### config.mk
export PLATFORM = sky130hd
export DESIGN_NAME = updown_seq_ctrl_flat
export DESIGN_NICKNAME = d
export VERILOG_FILES = /design/src/rtl/updown_seq_pkg.sv /design/src/rtl/updown_seq_if.sv /design/src/rtl/updown_count_core.sv /design/src/rtl/updown_seq_ctrl.sv /design/src/flat_wrapper.sv
export SDC_FILE = /design/constraint.sdc
export NUM_CORES = 1
export LEC_CHECK = 0
export CAP_MARGIN = 20
export CORE_MARGIN = 5
export CORE_UTILIZATION = 41
export CTS_CLUSTER_DIAMETER = 30
export DETAILED_ROUTE_END_ITERATION = 7
export MAX_ROUTING_LAYER = met4
export PLACE_DENSITY_LB_ADDON = 0.1
export SKIP_CTS_REPAIR_TIMING = 1
export SYNTH_ARGS = -nofsm -noshare
export SYNTH_HDL_FRONTEND = slang
export SYNTH_HIERARCHICAL = 1
export SYNTH_SLANG_ARGS = --single-unit
### constraint.sdc
create_clock -name clk -period 3.75 [get_ports clk]
set_clock_uncertainty 0.2 [all_clocks]
set_input_delay 0.75 -clock clk [delete_from_list [all_inputs] [get_ports clk]]
set_output_delay 0.75 -clock clk [all_outputs]
set_load 0.02 [all_outputs]
### src/rtl/updown_seq_pkg.sv
// Shared encodings and defaults for the up/down sequencing controller.
package updown_seq_pkg;

  localparam int WIDTH_DEF = 4;
  localparam int REP_W_DEF = 4;

  localparam logic [1:0] MODE_UP   = 2'b00;
  localparam logic [1:0] MODE_DOWN = 2'b01;
  localparam logic [1:0] MODE_PP   = 2'b10;
  localparam logic [1:0] MODE_ILL  = 2'b11;

  typedef enum logic {IDLE = 1'b0, RUN = 1'b1} state_t;

endpackage

### src/rtl/updown_seq_if.sv
// Command handshake bundle between a host/register block and the sequencer.
interface updown_seq_if #(
  parameter int WIDTH = updown_seq_pkg::WIDTH_DEF,
  parameter int REP_W = updown_seq_pkg::REP_W_DEF
);
  logic             cmd_valid;
  logic             cmd_ready;
  logic [1:0]       cmd_mode;
  logic [WIDTH-1:0] cmd_lo;
  logic [WIDTH-1:0] cmd_hi;
  logic [REP_W-1:0] cmd_reps;

  modport master (output cmd_valid, cmd_mode, cmd_lo, cmd_hi, cmd_reps, input cmd_ready);
  modport slave  (input cmd_valid, cmd_mode, cmd_lo, cmd_hi, cmd_reps, output cmd_ready);
endinterface

### src/rtl/updown_count_core.sv
// Count/direction registers with load, step and dir-set controls plus window-edge flags.
module updown_count_core #(
  parameter int WIDTH = 4
) (
  input  logic             clk,
  input  logic             reset,
  input  logic             load,
  input  logic [WIDTH-1:0] load_val,
  input  logic             step,
  input  logic             step_up,
  input  logic             dir_set,
  input  logic             dir_val,
  input  logic [WIDTH-1:0] lo,
  input  logic [WIDTH-1:0] hi,
  output logic [WIDTH-1:0] count,
  output logic             dir,
  output logic             at_lo,
  output logic             at_hi
);
  logic [WIDTH-1:0] count_reg;
  logic             dir_reg;

  // Load wins over step so wrap/bounce values override the plain increment.
  always_ff @(posedge clk) begin
    if (reset) begin
      count_reg <= '0;
      dir_reg   <= 1'b1;
    end else begin
      if (load)
        count_reg <= load_val;
      else if (step)
        count_reg <= step_up ? count_reg + 1'b1 : count_reg - 1'b1;
      if (dir_set)
        dir_reg <= dir_val;
    end
  end

  assign count = count_reg;
  assign dir   = dir_reg;
  assign at_lo = (count_reg == lo);
  assign at_hi = (count_reg == hi);
endmodule

### src/rtl/updown_seq_ctrl.sv
// Sequencer FSM: accepts one command, walks the count through [lo..hi] for a number of passes.
module updown_seq_ctrl
  import updown_seq_pkg::*;
#(
  parameter int WIDTH = WIDTH_DEF,
  parameter int REP_W = REP_W_DEF
) (
  input  logic             clk,
  input  logic             reset,
  updown_seq_if.slave      cmd,
  input  logic             abort,
  output logic [WIDTH-1:0] count,
  output logic             dir,
  output logic             busy,
  output logic             done,
  output logic             err
);
  state_t           state_reg;
  logic [1:0]       mode_reg;
  logic [WIDTH-1:0] lo_reg, hi_reg;
  logic [REP_W-1:0] reps_reg, passes_reg;
  logic             busy_reg, done_reg, err_reg;

  logic             accept, cmd_bad, terminal, last_pass, wrap;
  logic             load, step, step_up, dir_set, dir_val, at_lo, at_hi;
  logic [WIDTH-1:0] load_val;

  assign cmd.cmd_ready = (state_reg == IDLE);
  assign accept        = cmd.cmd_valid && (state_reg == IDLE);
  assign cmd_bad       = (cmd.cmd_mode == MODE_ILL) || (cmd.cmd_lo > cmd.cmd_hi);
  assign last_pass     = (passes_reg == REP_W'(1));

  always_comb begin
    terminal = 1'b0;
    case (mode_reg)
      MODE_UP:   terminal = at_hi;
      MODE_DOWN: terminal = at_lo;
      MODE_PP:   terminal = at_lo && !dir;
      default:   terminal = 1'b0;
    endcase
  end

  // Core controls; wrap marks the end of one pass (wrap-around or low-end bounce).
  always_comb begin
    load     = 1'b0;
    load_val = count;
    step     = 1'b0;
    step_up  = 1'b1;
    dir_set  = 1'b0;
    dir_val  = 1'b1;
    wrap     = 1'b0;
    if (state_reg == IDLE) begin
      if (accept && !cmd_bad) begin
        load    = 1'b1;
        dir_set = 1'b1;
        if (cmd.cmd_mode == MODE_DOWN) begin
          load_val = cmd.cmd_hi;
          dir_val  = 1'b0;
        end else begin
          load_val = cmd.cmd_lo;
          dir_val  = 1'b1;
        end
      end
    end else if (!abort && !(terminal && last_pass)) begin
      case (mode_reg)
        MODE_UP: begin
          if (at_hi) begin
            load = 1'b1; load_val = lo_reg; wrap = 1'b1;
          end else step = 1'b1;
        end
        MODE_DOWN: begin
          if (at_lo) begin
            load = 1'b1; load_val = hi_reg; wrap = 1'b1;
          end else begin
            step = 1'b1; step_up = 1'b0;
          end
        end
        MODE_PP: begin
          if (dir) begin
            if (at_hi) begin
              load = 1'b1; load_val = hi_reg - 1'b1; dir_set = 1'b1; dir_val = 1'b0;
            end else step = 1'b1;
          end else if (at_lo) begin
            load = 1'b1; load_val = lo_reg + 1'b1; dir_set = 1'b1; dir_val = 1'b1; wrap = 1'b1;
          end else begin
            step = 1'b1; step_up = 1'b0;
          end
        end
        default: ;
      endcase
    end
  end

  always_ff @(posedge clk) begin
    if (reset) begin
      state_reg  <= IDLE;
      mode_reg   <= '0;
      lo_reg     <= '0;
      hi_reg     <= '0;
      reps_reg   <= '0;
      passes_reg <= '0;
      busy_reg   <= 1'b0;
      done_reg   <= 1'b0;
      err_reg    <= 1'b0;
    end else begin
      done_reg <= 1'b0;
      err_reg  <= 1'b0;
      case (state_reg)
        IDLE: begin
          if (accept) begin
            if (cmd_bad) begin
              err_reg <= 1'b1;
            end else begin
              state_reg  <= RUN;
              busy_reg   <= 1'b1;
              // A single-value ping-pong window never turns around, so run it as up-wrap.
              mode_reg   <= (cmd.cmd_mode == MODE_PP && cmd.cmd_lo == cmd.cmd_hi) ? MODE_UP : cmd.cmd_mode;
              lo_reg     <= cmd.cmd_lo;
              hi_reg     <= cmd.cmd_hi;
              reps_reg   <= cmd.cmd_reps;
              passes_reg <= cmd.cmd_reps;
            end
          end
        end
        RUN: begin
          if (abort) begin
            state_reg <= IDLE;
            busy_reg  <= 1'b0;
          end else if (terminal && last_pass) begin
            state_reg <= IDLE;
            busy_reg  <= 1'b0;
            done_reg  <= 1'b1;
          end else if (wrap && reps_reg != '0) begin
            passes_reg <= passes_reg - 1'b1;
          end
        end
        default: state_reg <= IDLE;
      endcase
    end
  end

  updown_count_core #(.WIDTH(WIDTH)) u_core (
    .clk      (clk),
    .reset    (reset),
    .load     (load),
    .load_val (load_val),
    .step     (step),
    .step_up  (step_up),
    .dir_set  (dir_set),
    .dir_val  (dir_val),
    .lo       (lo_reg),
    .hi       (hi_reg),
    .count    (count),
    .dir      (dir),
    .at_lo    (at_lo),
    .at_hi    (at_hi)
  );

  assign busy = busy_reg;
  assign done = done_reg;
  assign err  = err_reg;
endmodule

### src/flat_wrapper.sv
// flat-port wrapper written by rule: the top's interface ports become plain ports
module updown_seq_ctrl_flat import updown_seq_pkg::*;
#(
  parameter int WIDTH = WIDTH_DEF,
  parameter int REP_W = REP_W_DEF
)
  (clk, reset, abort, count, dir, busy, done, err, cmd_cmd_valid, cmd_cmd_mode, cmd_cmd_lo, cmd_cmd_hi, cmd_cmd_reps, cmd_cmd_ready);
  updown_seq_if #(.WIDTH(WIDTH), .REP_W(REP_W)) cmd_i ();
  input  logic clk;
  input  logic reset;
  input  logic abort;
  output logic [WIDTH-1:0] count;
  output logic dir;
  output logic busy;
  output logic done;
  output logic err;
  input wire logic [$bits(cmd_i.cmd_valid)-1:0] cmd_cmd_valid;
  input wire logic [$bits(cmd_i.cmd_mode)-1:0] cmd_cmd_mode;
  input wire logic [$bits(cmd_i.cmd_lo)-1:0] cmd_cmd_lo;
  input wire logic [$bits(cmd_i.cmd_hi)-1:0] cmd_cmd_hi;
  input wire logic [$bits(cmd_i.cmd_reps)-1:0] cmd_cmd_reps;
  output wire logic [$bits(cmd_i.cmd_ready)-1:0] cmd_cmd_ready;
  assign cmd_i.cmd_valid = cmd_cmd_valid;
  assign cmd_i.cmd_mode = cmd_cmd_mode;
  assign cmd_i.cmd_lo = cmd_cmd_lo;
  assign cmd_i.cmd_hi = cmd_cmd_hi;
  assign cmd_i.cmd_reps = cmd_cmd_reps;
  assign cmd_cmd_ready = cmd_i.cmd_ready;
  updown_seq_ctrl #(.WIDTH(WIDTH), .REP_W(REP_W)) u_core (.clk(clk), .reset(reset), .cmd(cmd_i), .abort(abort), .count(count), .dir(dir), .busy(busy), .done(done), .err(err));
endmodule
Word-level counts from Yosys, hierarchy flattened:

Cells that the tools add are included.

* $add $sub $neg: 5
* multipliers: 0
* div/mod/pow operators: 0
* order comparisons: 1
* equality and inequality tests: 22
* shifts and indexed selects: 0
* mux-type cells: 63
* bitwise logic cells: 3
* reduce and logical (&&, ||, !) cells: 21

Operators with widths (count)
* 4-bit two-way mux: 17
* 1-bit two-way mux: 36
* 5-bit inequality test (second input constant): 3
* 4-bit equality test: 3
* 1-bit one-hot mux with 3 select lines: 4
* 4-bit one-hot mux with 3 select lines: 1
* 4-bit by 1-bit subtractor with 4-bit output (second input constant): 3
* 4-bit by 1-bit adder with 4-bit output (second input constant): 2
* 2-bit inequality test (second input constant): 4
* 4-bit inequality test (second input constant): 2
* 4-bit one-hot mux with 2 select lines: 1
* 8-bit AND reduction: 1
* 1-bit logical AND: 7
* 2-bit equality test (second input constant): 3
* 3-bit inequality test (second input constant): 2
* 1-bit one-hot mux with 2 select lines: 3
* 3-bit AND reduction: 2
* 3-bit OR reduction: 2
* 5-bit AND reduction: 1
* 2-bit by 1-bit equality test with 1-bit output (second input constant): 2
* 4-bit by 1-bit equality test with 1-bit output (second input constant): 1
* 4-bit > comparator: 1
* 1-bit logical NOT: 4
* 4-bit nonzero test: 1
* 7 further kinds: 9

* bits in registers: 27
* bits in latches: 0
* memory bits (writable): 0
* memory bits (read-only): 0
* input port bits: 18
* output and inout bits: 9
* word-level logic and storage cells: 126
* memories: 0

Logic depth before layout (Yosys ltp):

Gate-level depths: netlist of run 1.

* word-level depth: 13
* depth in mapped cells: 12
* mapped depth without buffers: 11

Modules after synthesis:

Netlist of run 1, hierarchy kept.

By module, submodules not included
* updown_seq_ctrl: times used 1, cells each 230, area an instance 1818.0 µm², seq. area each 440.4 µm²
* updown_count_core: times used 1, cells each 43, area an instance 406.6 µm², seq. area each 100.1 µm²

Least setup slack after synthesis of run 1:

Ideal clock, no wire load.

* kind: register to register
* from: reg u_core.u_core.count_reg[1] (netlist: u_core/u_core/count[1])
* to: reg u_core.u_core.count_reg[3] (netlist: u_core/u_core/count[3])
* library setup time: 122 ps
* arrival: 2871 ps
* required time: 3428 ps
* setup slack: 557 ps
* stages on the path, launching flop included: 13
* buffers on the path: 1
* period minus slack after synthesis: 3193 ps
* cells stage by stage: dfxtp_1 xor2_1 nor4_1 buf_6 nand3b_1 a211oi_2 nor2_1 o211ai_1 inv_1 ha_1 a21oi_1 a2111oi_2 a311o_1

* word-level cells in the longest chain between the ends: 11
* elaborated cells on any way between the ends: 37
* classes of those cells: 2 x add/sub; 9 x eq/ne; 20 x mux; 6 x reduce/logical

RTL lines
* from (decl): RTL line updown_count_core.sv:20 `logic [WIDTH-1:0] count_reg;`
* from (signal assigned): RTL line updown_count_core.sv:30 `count_reg <= load_val;`
* from (signal assigned): RTL line updown_count_core.sv:32 `count_reg <= step_up ? count_reg + 1'b1 : count_reg - 1'b1;`
* 4-bit equality test *: RTL line updown_count_core.sv:40 `assign at_lo = (count_reg == lo);`
* named net u_core.at_lo: RTL line updown_seq_ctrl.sv:25 `logic load, step, step_up, dir_set, dir_val, at_lo, at_hi;`
* 1-bit logical AND: RTL line updown_seq_ctrl.sv:38 `MODE_PP: terminal = at_lo && !dir;`
* 1-bit one-hot mux with 3 select lines: RTL line updown_seq_ctrl.sv:35 `case (mode_reg)`
* 1-bit logical AND: RTL line updown_seq_ctrl.sv:64 `end else if (!abort && !(terminal && last_pass)) begin`
* 1-bit logical NOT: RTL line updown_seq_ctrl.sv:64
* 1-bit logical AND: RTL line updown_seq_ctrl.sv:64
* 1-bit two-way mux *: RTL line updown_seq_ctrl.sv:64
* 1-bit two-way mux *: RTL line updown_seq_ctrl.sv:52 `if (state_reg == IDLE) begin`
* named net u_core.step_up: RTL line updown_seq_ctrl.sv:25
* 4-bit two-way mux *: RTL line updown_count_core.sv:32
* 4-bit two-way mux *: RTL line updown_count_core.sv:31 `else if (step)`
* 4-bit two-way mux *: RTL line updown_count_core.sv:29 `if (load)`

Mark *: on every way through the listed nets, which the timed path passes. The rest lies on a longest branch. The select of a mux whose other input is x is not followed.
A chain may end at the register's enable or synchronous reset.

Final worst setup path of run 1:

* from: reg u_core.lo_reg[0]
* to: reg u_core.u_core.count_reg[3] (netlist: u_core/u_core/count[3])

* word-level cells in the longest chain between the ends: 11
* elaborated cells on any way between the ends: 38
* classes of those cells: 1 x add/sub; 8 x eq/ne; 23 x mux; 6 x reduce/logical

RTL lines
* from (decl): RTL line updown_seq_ctrl.sv:20 `logic [WIDTH-1:0] lo_reg, hi_reg;`
* from (signal assigned): RTL line updown_seq_ctrl.sv:118 `lo_reg <= cmd.cmd_lo;`
* 4-bit equality test *: RTL line updown_count_core.sv:40
* named net u_core.at_lo: RTL line updown_seq_ctrl.sv:25
* 1-bit logical AND: RTL line updown_seq_ctrl.sv:38
* 1-bit one-hot mux with 3 select lines: RTL line updown_seq_ctrl.sv:35
* 1-bit logical AND: RTL line updown_seq_ctrl.sv:64
* 1-bit logical NOT: RTL line updown_seq_ctrl.sv:64
* 1-bit logical AND: RTL line updown_seq_ctrl.sv:64
* 1-bit two-way mux *: RTL line updown_seq_ctrl.sv:64
* 1-bit two-way mux *: RTL line updown_seq_ctrl.sv:52
* named net u_core.step_up: RTL line updown_seq_ctrl.sv:25
* 4-bit two-way mux *: RTL line updown_count_core.sv:32
* 4-bit two-way mux *: RTL line updown_count_core.sv:31
* 4-bit two-way mux *: RTL line updown_count_core.sv:29

Marked as above.

==> results of run 1 <==
-- metal layers --
metal	up-vias	share of wire	GRT usage
met5	-	0	-
met1	962	0.48	0.2442
met4	0	0.013	0.05117
met2	56	0.46	0.2748
met3	6	0.045	0.01876
li1	1054	-	-
-- synth_stat cells (all sizes together), types with 2 or more instances --
cell type	count
nand2	34
a21oi	31
dfxtp	27
nor2	22
inv	15
ha	14
buf	10
xor2	10
o21ai	9
mux2i	8
o211ai	8
a22oi	6
mux2	6
nand2b	6
nand3	6
clkbuf	4
nor2b	4
nor3b	4
o32ai	4
xnor2	4
a211oi	3
and3	3
nor3	3
nor4	3
a211o	2
a31oi	2
o211a	2
or3b	2
-- report_power, final --
part	internal, mW	leakage, nW	switching (mW)	total [mW]
combinational	0.172	0.801	0.210	0.382
sequential	0.306	0.220	0.0251	0.331
clock	0.0757	0.0217	0.0990	0.175
total	0.554	1.04	0.334	0.888
-- tightest hold or removal path, stage by stage (launching register included) --
cell and delay, ns:
dfxtp_1 0.32, nand2_1 0.05, a21oi_1 0.05
-- area by class of cell --
class | instances | area, sq um
multi-input cells | 217 | 1555
flip-flops and latches | 27 | 540.5
inverters | 15 | 56.30
clock buffers | 3 | 41.29
fillers | 517 | 2544
repair buffers | 41 | 372.9
clock inverters | 1 | 7.507
well taps | 70 | 87.58
-- path summary, 6_finish.rpt --
path | from | to | slack [ns] | depth (start not counted)
setup / recovery | u_core/lo_reg[0]$_SDFFE_PP0P_ | u_core/u_core/count[3]$_SDFFE_PP0P_ | 0.37 | 12
hold / removal | u_core/reps_reg[0]$_SDFFE_PP0P_ | u_core/reps_reg[0]$_SDFFE_PP0P_ | 0.26 | 2
setup reg to reg | u_core/lo_reg[0]$_SDFFE_PP0P_ | u_core/u_core/count[3]$_SDFFE_PP0P_ | 0.37 | 12
hold reg to reg | u_core/reps_reg[0]$_SDFFE_PP0P_ | u_core/reps_reg[0]$_SDFFE_PP0P_ | 0.26 | 2
-- cell families (layout without fill, tap and decap cells) --
| family | count (synthesis) | in the layout | share of synthesized area |
|---|---|---|---|
| buffers and inverters | 29 | 60 | 0.06355 |
| muxes | 14 | 14 | 0.06805 |
| AOI/OAI and AO/OA | 81 | 81 | 0.2688 |
| DFF | 27 | 27 | 0.2430 |
| and+or+nand+nor | 93 | 93 | 0.2137 |
| adders and majority gates | 15 | 15 | 0.08774 |
| xor gates and xnor gates | 14 | 14 | 0.05511 |
-- cells in the final DEF (no fill, tap or decap), types with 3 or more instances in the layout --
master | synthesis | final
buf_4 | 1 | 15
xnor2_1 | 4 | 4
inv_1 | 15 | 15
o32ai_1 | 3 | 3
dfxtp_1 | 27 | 27
nor2b_1 | 4 | 4
mux2_2 | 4 | 4
ha_1 | 14 | 14
clkbuf_8 | 0 | 3
nand3_1 | 6 | 6
o21ai_0 | 7 | 7
nor3b_1 | 3 | 3
a21oi_1 | 29 | 29
a22oi_1 | 5 | 5
and3_1 | 3 | 3
xor2_1 | 10 | 10
mux2i_1 | 8 | 8
clkdlybuf4s50_1 | 0 | 26
o211ai_1 | 8 | 8
nor2_1 | 22 | 22
nand2b_1 | 6 | 6
nand2_1 | 33 | 33
-- stage by stage --
step,power (mW),cells,utilization
2_1_floorplan,0.6097,273,-
3_3_place_gp,0.7164,370,0.5019
3_5_place_dp,0.7180,370,0.5019
4_1_cts,0.8928,374,0.5113
5_1_grt,0.9468,374,0.5113
6_report,0.8885,374,0.5113
==> flow_metrics.tcl, run 1 <==
set metrics [dict create \
    antenna_found_initial 0 \
    drc 0 \
    ys_seq_elements 27 \
    syn_inst 273 \
    ys_warn_count 6 \
    fin_area_sq_um 2661 \
    crit_required_ns 3.73 \
    clock-sinks 27 \
    routed_wl_microns 5958 \
    initial_core_util 0.4274 \
    synth_fp_nets 306 \
    firstDrtPassIters 4 \
    post_dp_cell_area_sq_um 2613 \
    finalMaxSlewViolations 0 \
    drt-wirelength-per-cell_microns 15.93 \
    drive_above_1_share 0.1349 \
    cts_htree_levels 1 \
    fin_ws_ns 0.3723 \
    path_clk_slew_ns 0.10 \
    synth.largest_area_cell "dfxtp_1" \
    rows 26 \
    p_per_area_nw_per_um2 333.8 \
    endpoint_kind "register" \
    synth_edf_count 0 \
    critPathMaxStageDelay_ns 0.48 \
    tightest_slew_ns 0.4669 \
    rsz0062_at_grt "false" \
    coreArea_sq_um 5205 \
    critPathKind "register to register" \
    cp_max_fo 6 \
    post-dp-hpwl_microns 4627 \
    grt_pass1_vias 1990 \
    hold_ws_ns 0.2628 \
    crit_family "compound AO/OA/AOI/OAI gates" \
    power_leakage_nw 1.043 \
    pin_count 27 \
    ant_nets 0 \
    diodes 0 \
    hp-class "register to register" \
    arrival_ns 3.35 \
    numPortBuffers 26 \
    crit_chain "xor2_1 > nor4_2 > buf_4 > nand3b_1 > a211oi_2 > nor2_1 > o211ai_1 > inv_1 > ha_1 > a21oi_1 > a2111oi_2 > a311o_1" \
    avgSynthCellArea_sq_um 8.149 \
    setup_tns_ns 0 \
    grt_max_degree 26 \
    synth.area.top_cells "dfxtp_1, ha_1, a21oi_1, nand2_1, xor2_1" \
    finalHoldViolations 0 \
    cp-start-kind "register" \
    place.gp.congestion 0.7828 \
    status "finished clean" \
    post-route-period-util 0.9007 \
    pre_cts_slack_ns 0.1975 \
    groute.usage.overall 0.1773 \
    clockBufferDepth 2 \
    via_per_inst 5.556 \
    synth_flop_cell "dfxtp_1" \
    async_flop_share 0 \
    finalSetupViolCount 0 \
    netlist_area_sq_um 2225 \
    syn_to_final_growth_pct 19.63 \
    seq_area_frac_synth 0.2430 \
    fin_nets 338 \
    die-area_sq_um 6999 \
    cts_buffers 3 \
    slew_headroom 0.6861 \
    die_h_microns 83.66 \
    tritoncts "yes" \
    overflow 0 \
    die_x_microns 83.66 \
    ys_types 65 \
    yosysTopAreaCellShare 0.2430 \
    root_buffer "clkbuf_8" \
    dr_total_vias 2078 \
    period_needed_ns 3.378 \
    grt_pass1_wl_microns 9915 \
    fmaxAchievable_mhz 296.1 \
    slowest_stage "dfxtp_1" \
    maxCapViolCount 0 \
    vdd_drop_max_mv 0.1636 \
    worst-path-buf-inv 2 \
    clkLatencyLatePin_ns 0.28 \
    dr.first_iter.drc_count 115 \
]
Note: power is estimated with default switching activity, not from simulation.
==> inputs of run 2 (changes only) <==
- CORE_MARGIN: 5 -> default
==> flow_metrics.tcl, run 2 (synthesis results as in run 1) <==
set metrics [dict create \
    coreArea_sq_um 5172 \
    root_buffer "clkbuf_8" \
    hp-class "register to register" \
    overflow 0 \
    arrival_ns 3.38 \
    pre_cts_slack_ns 0.02634 \
    finalSetupViolCount 0 \
    hold_ws_ns 0.2676 \
    grt_max_degree 32 \
    cts_htree_levels 1 \
    hold_path_end "u_core/reps_reg[1]$_SDFFE_PP0P_" \
    die_h_microns 75.66 \
    worst-path-buf-inv 3 \
    maxCapViolCount 0 \
    path_clk_slew_ns 0.10 \
    min_from "u_core/reps_reg[1]$_SDFFE_PP0P_" \
    post-route-period-util 0.9087 \
    syn_to_final_growth_pct 19.52 \
    tritoncts "yes" \
    cp-start-kind "input pin" \
    finalHoldViolations 0 \
    firstDrtPassIters 4 \
    clock-sinks 27 \
    tightest_slew_ns 0.5490 \
    rr_endpoint "u_core/u_core/count[3]$_SDFFE_PP0P_" \
    cts_buffers 3 \
    fin_nets 336 \
    dr_total_vias 2079 \
    vdd_drop_max_mv 0.1621 \
    clockBufferDepth 2 \
    fin_ws_ns 0.3423 \
    fill_cells 504 \
    endpoint_kind "register" \
    crit_chain "clkdlybuf4s50_1 > inv_1 > ha_1 > and2b_1 > o2111ai_2 > o211ai_1 > buf_12 > a211oi_1 > o32ai_1 > nand2_1 > a21oi_1 > a311o_1" \
    power_leakage_nw 1.039 \
    grt_pass1_wl_microns 9666 \
    rsz0062_at_grt "false" \
    ant_nets 0 \
    critPathMaxStageDelay_ns 0.51 \
    post-dp-hpwl_microns 4326 \
    antenna_found_initial 0 \
    initial_core_util 0.4301 \
    clkLatencyLatePin_ns 0.28 \
    cp_max_fo 20 \
    groute.usage.overall 0.2288 \
    pin_count 27 \
    grt_pass1_vias 1943 \
    drt-wirelength-per-cell_microns 15.36 \
    die_x_microns 75.66 \
    place.gp.congestion 0.8273 \
    via_per_inst 5.589 \
    r2r-start "u_core/lo_reg[0]$_SDFFE_PP0P_" \
    period_needed_ns 3.408 \
    final_cell_mix "nand2_1, a21oi_1, dfxtp_1, clkdlybuf4s50_1, nor2_1" \
    crit_family "compound AO/OA/AOI/OAI gates" \
    drc 0 \
    fmaxAchievable_mhz 293.5 \
    diodes 0 \
    finalPower_mw 0.8860 \
    final_common_cell "nand2_1" \
    drive_above_1_share 0.1291 \
    p_per_area_nw_per_um2 333.2 \
    routed_wl_microns 5715 \
    slew_headroom 0.6335 \
    rows 26 \
    status "finished clean" \
    r2r_slack_ns 0.42 \
    die-area_sq_um 5724 \
    setup_tns_ns 0 \
    slowest_stage "clkdlybuf4s50_1" \
    r2r_cells 12 \
    worstHoldPathCells 2 \
    dr.first_iter.drc_count 94 \
    finalMaxSlewViolations 0 \
    critPathKind "input pin to register" \
    crit_required_ns 3.72 \
    numPortBuffers 26 \
]
run 2: how the worst max path moves through the flow:
stage	depth (start not counted)	startpoint	slack, ns	endpoint
after detailed placement	12	cmd_cmd_hi[1]	0.03	u_core/u_core/count[3]$_SDFFE_PP0P_
after floorplan	12	u_core/u_core/count[1]$_SDFFE_PP0P_	0.56	u_core/u_core/count[3]$_SDFFE_PP0P_
after global placement	12	cmd_cmd_hi[1]	0.07	u_core/u_core/count[3]$_SDFFE_PP0P_
after CTS	12	cmd_cmd_hi[1]	0.33	u_core/u_core/count[3]$_SDFFE_PP0P_
after global routing	12	u_core/lo_reg[0]$_SDFFE_PP0P_	0.16	u_core/u_core/count[3]$_SDFFE_PP0P_
final	12	cmd_cmd_hi[1]	0.34	u_core/u_core/count[3]$_SDFFE_PP0P_
run 2: metal layers:
layer,vias to the layer above,routed length (microns),track usage
li1,1046,-,-
met1,989,2890,0.3148
met2,40,2638,0.3690
met3,4,156,0.01984
met4,0,29,0.04321
met5,-,0,-
run 2: report_power, final:
part,internal (mW),total [mW],switching (mW)
clock network,0.0755,0.173,0.0978
registers,0.306,0.332,0.0261
logic,0.172,0.380,0.209
run 2: through the flow:
stage          instances  utilization  cell area, sq um
2_1_floorplan        273            -              2225
3_3_place_gp         368       0.5046              2610
3_5_place_dp         368       0.5046              2610
4_1_cts              372       0.5140              2659
5_1_grt              372       0.5140              2659
6_report             372       0.5140              2659
run 2: cell type report:
cell class / count / area [sq um] / area share
multi-input combinational: 217 / 1555 / 0.5849
sequential: 27 / 540.5 / 0.2033
timing repair buffer: 39 / 370.4 / 0.1393
tap: 70 / 87.58 / 0.03294
inverter: 15 / 56.30 / 0.02118
clock buffer: 3 / 41.29 / 0.01553
clock inverter: 1 / 7.507 / 0.002824
run 2: worst register-to-register path: stages (launching register included):
cell,delay [ns]
dfxtp_1,0.49
xor2_1,0.12
nor4_2,0.29
buf_4,0.28
nand3b_1,0.18
a211oi_2,0.24
nor2_1,0.11
o211ai_1,0.17
inv_1,0.15
ha_1,0.34
a21oi_1,0.27
a2111oi_2,0.11
a311o_1,0.28
==> inputs of run 3 (changes only) <==
- ABC_AREA: default -> 1
- CAP_MARGIN: 20 -> default
==> flow_metrics.tcl, run 3 <==
set metrics [dict create \
    synth_fp_nets 400 \
    synth_edf_count 0 \
    syn_to_final_growth_pct 15.98 \
    fill_cells 566 \
    post-route-period-util 0.8605 \
    endpoint_kind "register" \
    dr_total_vias 2360 \
    die-area_sq_um 5897 \
    dp.cells 459 \
    antenna_found_initial 0 \
    crit_required_ns 3.72 \
    groute.usage.overall 0.2196 \
    fin_nets 427 \
    synth.area.top_cells "dfxtp_1, nand2_1, inv_1, ha_1, a21oi_1" \
    cp-start-kind "register" \
    overflow 0 \
    cts_htree_levels 1 \
    finalHoldViolations 0 \
    maxCapViolCount 0 \
    critPathKind "register to register" \
    status "finished clean" \
    tightest_slew_ns 0.4717 \
    finalMaxSlewViolations 0 \
    pre_cts_slack_ns 0.4535 \
    synth_commonest_cells "nand2_1, inv_1, a21oi_1, dfxtp_1" \
    post-dp-hpwl_microns 4544 \
    numPortBuffers 26 \
    power_leakage_nw 1.331 \
    rows 26 \
    coreArea_sq_um 5238 \
    hold_ws_ns 0.2676 \
    ant_nets 0 \
    fin_area_sq_um 2660 \
    async_flop_share 0 \
    drive_above_1_share 0.07379 \
    path_clk_slew_ns 0.09 \
    vdd_drop_max_mv 0.1335 \
    clkLatencyLatePin_ns 0.27 \
    p_per_area_nw_per_um2 334.4 \
    dr.first_iter.drc_count 176 \
    yosysTopAreaCellShare 0.2357 \
    ys_seq_elements 27 \
    seq_area_frac_synth 0.2357 \
    tritoncts "yes" \
    clockBufferDepth 2 \
    syn_inst 367 \
    rsz0062_at_grt "false" \
    period_needed_ns 3.227 \
    ys_types 36 \
    cts_buffers 3 \
    avgSynthCellArea_sq_um 6.249 \
    post_dp_cell_area_sq_um 2615 \
    die_x_microns 76.79 \
    pin_count 27 \
    finalNonFillerCells 463 \
    final_common_cell "nand2_1" \
    setup_tns_ns 0 \
    arrival_ns 3.19 \
    fmaxAchievable_mhz 309.9 \
    diodes 0 \
    grt_pass1_wl_microns 10340 \
    grt_max_degree 20 \
    final_cell_mix "nand2_1, inv_1, a21oi_1, dfxtp_1, clkdlybuf4s50_1" \
    grt_pass1_vias 2234 \
    die_h_microns 76.79 \
    yosysMostFrequentCell "nand2_1" \
    hp-class "register to register" \
    finalSetupViolCount 0 \
    slew_headroom 0.6851 \
    drc 0 \
    drt-wirelength-per-cell_microns 12.72 \
    root_buffer "clkbuf_8" \
    initial_core_util 0.4379 \
    place.gp.congestion 0.9714 \
    cp_max_fo 8 \
    firstDrtPassIters 5 \
    synth_flop_cell "dfxtp_1" \
    netlist_area_sq_um 2293 \
    routed_wl_microns 5890 \
    ys_warn_count 6 \
    synth.largest_area_cell "dfxtp_1" \
    fin_ws_ns 0.5232 \
    via_per_inst 5.097 \
    clock-sinks 27 \
]
-- run 3: per-stage QoR --
stage               total power, mW    util
floorplan                    0.6176       -
global placement             0.7272  0.4993
detailed placement           0.7218  0.4993
CTS                          0.8954  0.5079
global route                 0.9670  0.5079
finish                       0.8896  0.5079
-- run 3: final cells by class --
type	instances	area, sq um	area share
tap	70	87.58	0.03293
clock buffer	4	45.04	0.01693
inverter	57	216.5	0.08137
sequential	27	540.5	0.2032
multi-input combinational	273	1465	0.5508
timing repair buffer	32	305.3	0.1148
-- run 3: logic make-up after synthesis --
logic type,count (synthesis),synth area share
buffers and inverters,67,0.1255
flip-flops,27,0.2357
AO/OA/AOI/OAI,65,0.1588
XOR/XNOR,13,0.04965
AND/OR/NAND/NOR,180,0.3453
adder cells (fa/ha/maj),15,0.08511
-- run 3: where the power goes --
part / leakage, nW / internal, mW / switching [mW]
clock network: 0.0228 / 0.0762 / 0.0907
registers: 0.221 / 0.309 / 0.0297
logic: 1.09 / 0.150 / 0.234
total: 1.33 / 0.535 / 0.354
-- run 3: worst paths after layout --
| check | start | end | cells past startpoint | slack (ns) |
|---|---|---|---|---|
| worst max-delay path | u_core/u_core/count[1]$_SDFFE_PP0P_ | u_core/u_core/count[3]$_SDFFE_PP0P_ | 18 | 0.52 |
| worst max register to register | u_core/u_core/count[1]$_SDFFE_PP0P_ | u_core/u_core/count[3]$_SDFFE_PP0P_ | 18 | 0.52 |
| worst min register to register | u_core/busy$_SDFFE_PP0P_ | u_core/busy$_SDFFE_PP0P_ | 2 | 0.27 |
| worst min-delay path | u_core/busy$_SDFFE_PP0P_ | u_core/busy$_SDFFE_PP0P_ | 2 | 0.27 |
-- run 3: worst max-delay path, stage by stage, from the launching register on --
cell	delay [ns]
dfxtp_1	0.62
xor2_1	0.13
nor3_1	0.21
buf_4	0.17
nand2_2	0.08
nand2_2	0.11
inv_2	0.04
nand2_2	0.09
nand3_4	0.11
nand2_4	0.12
inv_2	0.05
o2111ai_1	0.12
inv_1	0.16
ha_1	0.36
or2_2	0.29
nand2_1	0.07
nand2_1	0.05
nand3_1	0.07
a21oi_1	0.06
-- run 3: per-layer routing --
metal | vias up | GRT usage | routed length, microns
met3 | 12 | 0.02143 | 279
li1 | 1217 | - | -
met1 | 1058 | 0.2872 | 2899
met5 | - | - | 0
met2 | 73 | 0.3571 | 2615
met4 | 0 | 0.06346 | 95
